<file path="src/rtl/output_port_arbiter.sv">
// Round-robin allocator for one router output port: grants one input whose
// FIFO head is a header flit and holds the grant until that packet's tail pops.

`ifndef HEADER
`define HEADER 3'b001
`endif
`ifndef PAYLOAD
`define PAYLOAD 3'b010
`endif
`ifndef TAIL
`define TAIL 3'b100
`endif

module output_port_arbiter #(
    parameter int NUM_IN = 3,
    parameter int PTR_W  = 2
) (
    input  logic                  clk,
    input  logic                  rst,
    input  logic [NUM_IN-1:0]     req,
    input  logic [NUM_IN-1:0]     empty_in,
    input  logic [3*NUM_IN-1:0]   flit_type_in,
    input  logic                  out_ready,
    output logic [NUM_IN-1:0]     grant,
    output logic [NUM_IN-1:0]     rd_en,
    output logic                  valid_out,
    output logic                  busy
);

    typedef enum logic [1:0] {
        ST_IDLE    = 2'd0,
        ST_LOCKED  = 2'd1,
        ST_RELEASE = 2'd2
    } state_t;

    state_t              state_q, state_d;
    logic [NUM_IN-1:0]   grant_q, grant_d;
    logic                busy_q, busy_d;
    logic [PTR_W-1:0]    ptr_q, ptr_d;

    logic [NUM_IN-1:0]   eligible_s;
    logic [NUM_IN-1:0]   sel_oh_s;
    logic                found_s;
    logic [PTR_W-1:0]    g_idx_s;
    logic                xfer_s;
    logic                is_tail_s;

    // Per-input eligibility: requesting, non-empty, and a header at the head.
    always_comb begin
        eligible_s = '0;
        for (int i = 0; i < NUM_IN; i++) begin
            eligible_s[i] = req[i] & ~empty_in[i] & (flit_type_in[3*i +: 3] == `HEADER);
        end
    end

    // Round-robin scan starting just after the last served input.
    always_comb begin
        int idx;
        found_s  = 1'b0;
        sel_oh_s = '0;
        idx      = 0;
        for (int k = 1; k <= NUM_IN; k++) begin
            idx = int'(ptr_q) + k;
            if (idx >= NUM_IN) begin
                idx = idx - NUM_IN;
            end else begin
                idx = idx;
            end
            if (!found_s && eligible_s[idx]) begin
                found_s       = 1'b1;
                sel_oh_s[idx] = 1'b1;
            end else begin
                found_s = found_s;
            end
        end
    end

    // Granted index and head-flit decode of the owning input (grant is one-hot).
    always_comb begin
        g_idx_s   = '0;
        is_tail_s = 1'b0;
        for (int i = 0; i < NUM_IN; i++) begin
            if (grant_q[i]) begin
                g_idx_s   = PTR_W'(i);
                is_tail_s = (flit_type_in[3*i +: 3] == `TAIL);
            end else begin
                g_idx_s   = g_idx_s;
            end
        end
    end

    // A flit moves whenever the owner has data and downstream can take it.
    always_comb begin
        if (state_q == ST_LOCKED) begin
            xfer_s = (|(grant_q & ~empty_in)) & out_ready;
        end else begin
            xfer_s = 1'b0;
        end
    end

    assign rd_en     = grant_q & {NUM_IN{xfer_s}};
    assign valid_out = xfer_s;
    assign grant     = grant_q;
    assign busy      = busy_q;

    // Next-state logic; req is deliberately ignored outside IDLE.
    always_comb begin
        state_d = state_q;
        grant_d = grant_q;
        busy_d  = busy_q;
        ptr_d   = ptr_q;
        case (state_q)
            ST_IDLE: begin
                if (found_s) begin
                    grant_d = sel_oh_s;
                    busy_d  = 1'b1;
                    state_d = ST_LOCKED;
                end else begin
                    grant_d = '0;
                    busy_d  = 1'b0;
                end
            end
            ST_LOCKED: begin
                if (xfer_s && is_tail_s) begin
                    grant_d = '0;
                    busy_d  = 1'b0;
                    ptr_d   = g_idx_s;
                    state_d = ST_RELEASE;
                end else begin
                    state_d = ST_LOCKED;
                end
            end
            // Dead cycle while upstream route bits still reflect the old packet.
            ST_RELEASE: begin
                grant_d = '0;
                busy_d  = 1'b0;
                state_d = ST_IDLE;
            end
            default: begin
                grant_d = '0;
                busy_d  = 1'b0;
                state_d = ST_IDLE;
            end
        endcase
    end

    // State registers with synchronous reset; pointer resets so input 0 wins first.
    always_ff @(posedge clk) begin
        if (rst) begin
            state_q <= ST_IDLE;
            grant_q <= '0;
            busy_q  <= 1'b0;
            ptr_q   <= PTR_W'(NUM_IN - 1);
        end else begin
            state_q <= state_d;
            grant_q <= grant_d;
            busy_q  <= busy_d;
            ptr_q   <= ptr_d;
        end
    end

endmodule
</file>
<file path="config.mk">
export PLATFORM = sky130hd
export DESIGN_NAME = output_port_arbiter
export DESIGN_NICKNAME = d
export VERILOG_FILES = /design/src/rtl/output_port_arbiter.sv
export SDC_FILE = /design/constraint.sdc
export NUM_CORES = 1
export LEC_CHECK = 0
export ABC_AREA = 1
export BUFFER_PORTS_ARGS = -buffer_cell sky130_fd_sc_hd__buf_2
export CORE_MARGIN = 10
export CORE_UTILIZATION = 44
export CTS_CLUSTER_DIAMETER = 120
export DETAILED_ROUTE_END_ITERATION = 6
export GPL_TIMING_DRIVEN = 0
export PLACE_DENSITY = 0.74
export SYNTH_ARGS = -nofsm -noshare
export SYNTH_HDL_FRONTEND = slang
export SYNTH_SLANG_ARGS = --single-unit
</file>
<file path="constraint.sdc">
create_clock -name clk -period 1.6 [get_ports clk]
set_input_delay 0.32 -clock clk [delete_from_list [all_inputs] [get_ports clk]]
set_output_delay 0.32 -clock clk [all_outputs]
set_load 0.1 [all_outputs]
</file>
==> PnR_summary.wiki <==
{| class="wikitable"
! Metric !! Value
|-
| Outcome || complete, but fails checks
|-
| Violated checks || setup timing
|-
| Worst hold path type || primary input to flop
|-
| Worst Reg2Reg Path Length in Cells || 12
|-
| Net count after synthesis || 145
|-
| Die Y-Extent || 61.89 µm
|-
| Final period util || 105.6%
|-
| Post-synth cell types || 23
|-
| Synth Instances || 122
|-
| TritonCTS clock tree || built
|-
| Last weighted congestion value of the routability-driven placer || 0.8382
|-
| Cell type of the slowest stage on the worst timing path || sky130_fd_sc_hd__dfxtp_4
|-
| Clock root buffer || sky130_fd_sc_hd__clkbuf_4
|-
| Proportion of netlist area held by the largest area contributor || 20.75%
|-
| Proportion of layout cells with a drive suffix above 1 || 48.13%
|-
| Number of placed I/O pins || 26
|-
| Cell area power density || 384.2 nW/µm²
|-
| Max-cap viol count || 0
|-
| Peak supply drop || 0.0003926 V
|-
| Reg-to-reg slack, setup || -0.05 ns
|-
| Worst Hold Launch || rst
|-
| Max transition margin || 67.80%
|-
| Ant diodes || 0
|-
| Largest net degree at the start of global routing || 9
|-
| Initial Util || 45.70%
|-
| Slew Viols, Final || 0
|-
| Initial detailed-routing violation count || 32
|-
| Number of buffer and inverter instances along the worst setup path || 2
|-
| Endpoint of the worst register-to-register path || grant[2]
|-
| Maximum fanout along the worst path || 5
|-
| Total die area || 3830 µm²
|-
| Delay of the slowest cell on the worst path || 0.36 ns
|-
| Combined flip-flop and latch cell area || 173.9 µm²
|-
| Count of state elements after synthesis || 8
|-
| Final-stage net count || 185
|-
| Wire length per cell || 14.46 µm
|-
| Cell taking the most area after synthesis || sky130_fd_sc_hd__dfxtp_1
|-
| Number of vias per cell after detailed routing || 5.446
|-
| Worst-margin pin slew || 0.4863 ns
|-
| Standard-cell rows || 15
|-
| Area of the core region || 1689 µm²
|-
| Number of warnings printed during yosys synthesis || 0
|-
| # port buffers || 24
|-
| RSZ-0062 raised after global routing || yes
|-
| Overall power after layout || 462.9 µW
|-
| Filler Cells Inserted || 126
|-
| Mean area per synthesized cell || 6.328 µm²
|-
| Count of vias placed by the detailed router || 964
|-
| Width of the chip || 61.89 µm
|-
| Worst Hold Depth || 2
|-
| Hold Slack || 0.4191 ns
|-
| Later-pin clock latency in the skew report || 0.26 ns
|-
| First-pass GRT wire length || 3629 µm
|-
| Top cells by area, synth || sky130_fd_sc_hd__dfxtp_1, sky130_fd_sc_hd__nand2_1, sky130_fd_sc_hd__nand3_1
|-
| Count of final hold-check violations || 0
|-
| DRT Wirelength || 2560 µm
|-
| Worst path setup slack after routing || -0.08923 ns
|-
| CTS Buffer Depth || 2
|-
| Period minus WS final || 1.689 ns
|-
| Post-route DRC violation count || 0
|-
| Critical Path, Cell by Cell || inv_4 -> o221ai_4 -> nand3_4 -> nor2_4 -> buf_12
|-
| Commonest non-fill, non-tap cell in the layout || sky130_fd_sc_hd__nand2_1
|-
| Area of the multi-input gates || 620.6 µm²
|-
| Startpoint class of the critical path || flop
|-
| Clock-pin slew on the worst setup and hold paths || 0.06 ns
|-
| Category of the critical setup timing path || flop to output pin
|-
| Antenna violations before repair || 0
|-
| Highest attainable clock frequency || 592.0 MHz
|-
| Category of the worst setup path capture point || output pin
|-
| Highest-count cells in the layout ignoring fill and taps || sky130_fd_sc_hd__nand2_1, sky130_fd_sc_hd__buf_2, sky130_fd_sc_hd__nor2_1, sky130_fd_sc_hd__nand3_1
|-
| Data arrival time of the worst path || 1.37 ns
|-
| Overall routing resource usage || 12.08%
|-
| Sink of the worst hold path || grant[1]
|-
| Family with the most delay on the worst path || flip-flops
|-
| Overall overflow remaining after global route || 0
|-
| Clk sink count || 8
|-
| Final clock skew || 0.01204 ns
|-
| Setup violations, final || 7
|-
| Via count of the first global-routing pass || 887
|-
| Cell Area, Synth || 772.0 µm²
|-
| Post-detail-place hpwl || 1741 µm
|-
| Startpoint of the worst-slack reg-to-reg timing path || ptr_q[0]
|-
| H-tree depth reported by CTS || 1
|-
| CTS Buf Count || 3
|-
| Sequential-to-total area share from yosys stat || 20.75%
|-
| Synthesis-to-finish area growth || 56.08%
|-
| Drt pass-1 iters || 4
|-
| Remaining number of nets flagged by the antenna check after routing || 0
|-
| Data required time at the worst endpoint || 1.28 ns
|-
| Leakage power summed over all cells || 0.0005600 µW
|}
==> cell type report <==
type                    count  area share [%]
plain buffers               2          0.9346
clock buffers               3           1.869
inverters                  20           7.684
multi-input cells          92           51.51
flip-flops and latches      8           14.43
well taps                  17           1.765
repair buffers             35           21.81
==> worst max path at each step <==
stage	endpoint	from	slack (ns)	cells past startpoint
detailed placement	busy	ptr_q[0]	-0.42	9
floorplan	ptr_q[0]	grant[1]	-0.27	6
global route	rd_en[1]	state_q[0]	-0.16	5
CTS	rd_en[0]	grant[1]	-0.06	5
finish	rd_en[1]	grant[1]	-0.09	5
global placement	busy	ptr_q[0]	-0.40	9
==> metrics by stage <==
step                      util (%)  setup WS [ns]  std cells  cell area (µm²)  setup TNS (ns)
after floorplan                  -        -0.2686        122            825.8          -1.939
after global placement       57.26        -0.3990        163            967.2          -2.069
after detailed placement     57.26        -0.4168        163            967.2          -2.254
after CTS                    66.96       -0.06296        173             1131         -0.1887
after global routing         71.33        -0.1593        177             1205         -0.8970
final                        71.33       -0.08923        177             1205         -0.3715
==> state kept, by name (all words and copies together), names as in the netlist <==
name / count
ptr_q: 2
state_q: 2
grant: 3
busy: 1
==> power breakdown <==
part           leakage, µW  internal [µW]  switching (µW)
clock            0.0000138           86.3            75.5
sequential       0.0000671            198            2.34
combinational     0.000479           34.4            66.2
==> cell families after synthesis <==
kind of cell / after synthesis / share of synthesized area (%)
compound gates: 12 / 12.48
xor+xnor: 1 / 1.135
fa+ha+maj: 5 / 8.104
buf+inv: 22 / 11.18
flops: 8 / 20.75
simple gates: 74 / 46.35
==> metal layers <==
| layer | global-route usage (%) | share of wire [%] |
|---|---|---|
| met1 | 14.10 | 43 |
| met2 | 21.82 | 48 |
| met3 | 1.220 | 6.4 |
| met4 | 4.777 | 2.5 |
| met5 | 0 | 0 |
==> synth_stat cells (all sizes together) <==
library cell and n:
a211o 1, a21oi 6, buf 2, dfxtp 8
ha 5, inv 20, nand2 29, nand3 19
nand4 5, nor2 19, nor3 2, o21ai 3
o221ai 1, o311ai 1, xnor2 1
==> timing repair <==
action,CTS,global route
pin swaps,8,10
buffers inserted,7,4
hold buffers,0,0
resized for setup,28,13
setup endpoints to repair,9,9
==> worst reg2reg max path, cell delays in order, from the launching register on <==
cell and delay (ns):
sky130_fd_sc_hd__dfxtp_4 0.38, sky130_fd_sc_hd__inv_6 0.05, sky130_fd_sc_hd__ha_4 0.30, sky130_fd_sc_hd__inv_4 0.06, sky130_fd_sc_hd__nand4_1 0.11, sky130_fd_sc_hd__nand3_2 0.09, sky130_fd_sc_hd__nand2_4 0.12, sky130_fd_sc_hd__nand2_1 0.07
sky130_fd_sc_hd__nand2_1 0.06, sky130_fd_sc_hd__nand2_1 0.07, sky130_fd_sc_hd__nand2_2 0.07, sky130_fd_sc_hd__nand2_2 0.06, sky130_fd_sc_hd__a21oi_2 0.13
(Power assumes the default switching activity.)
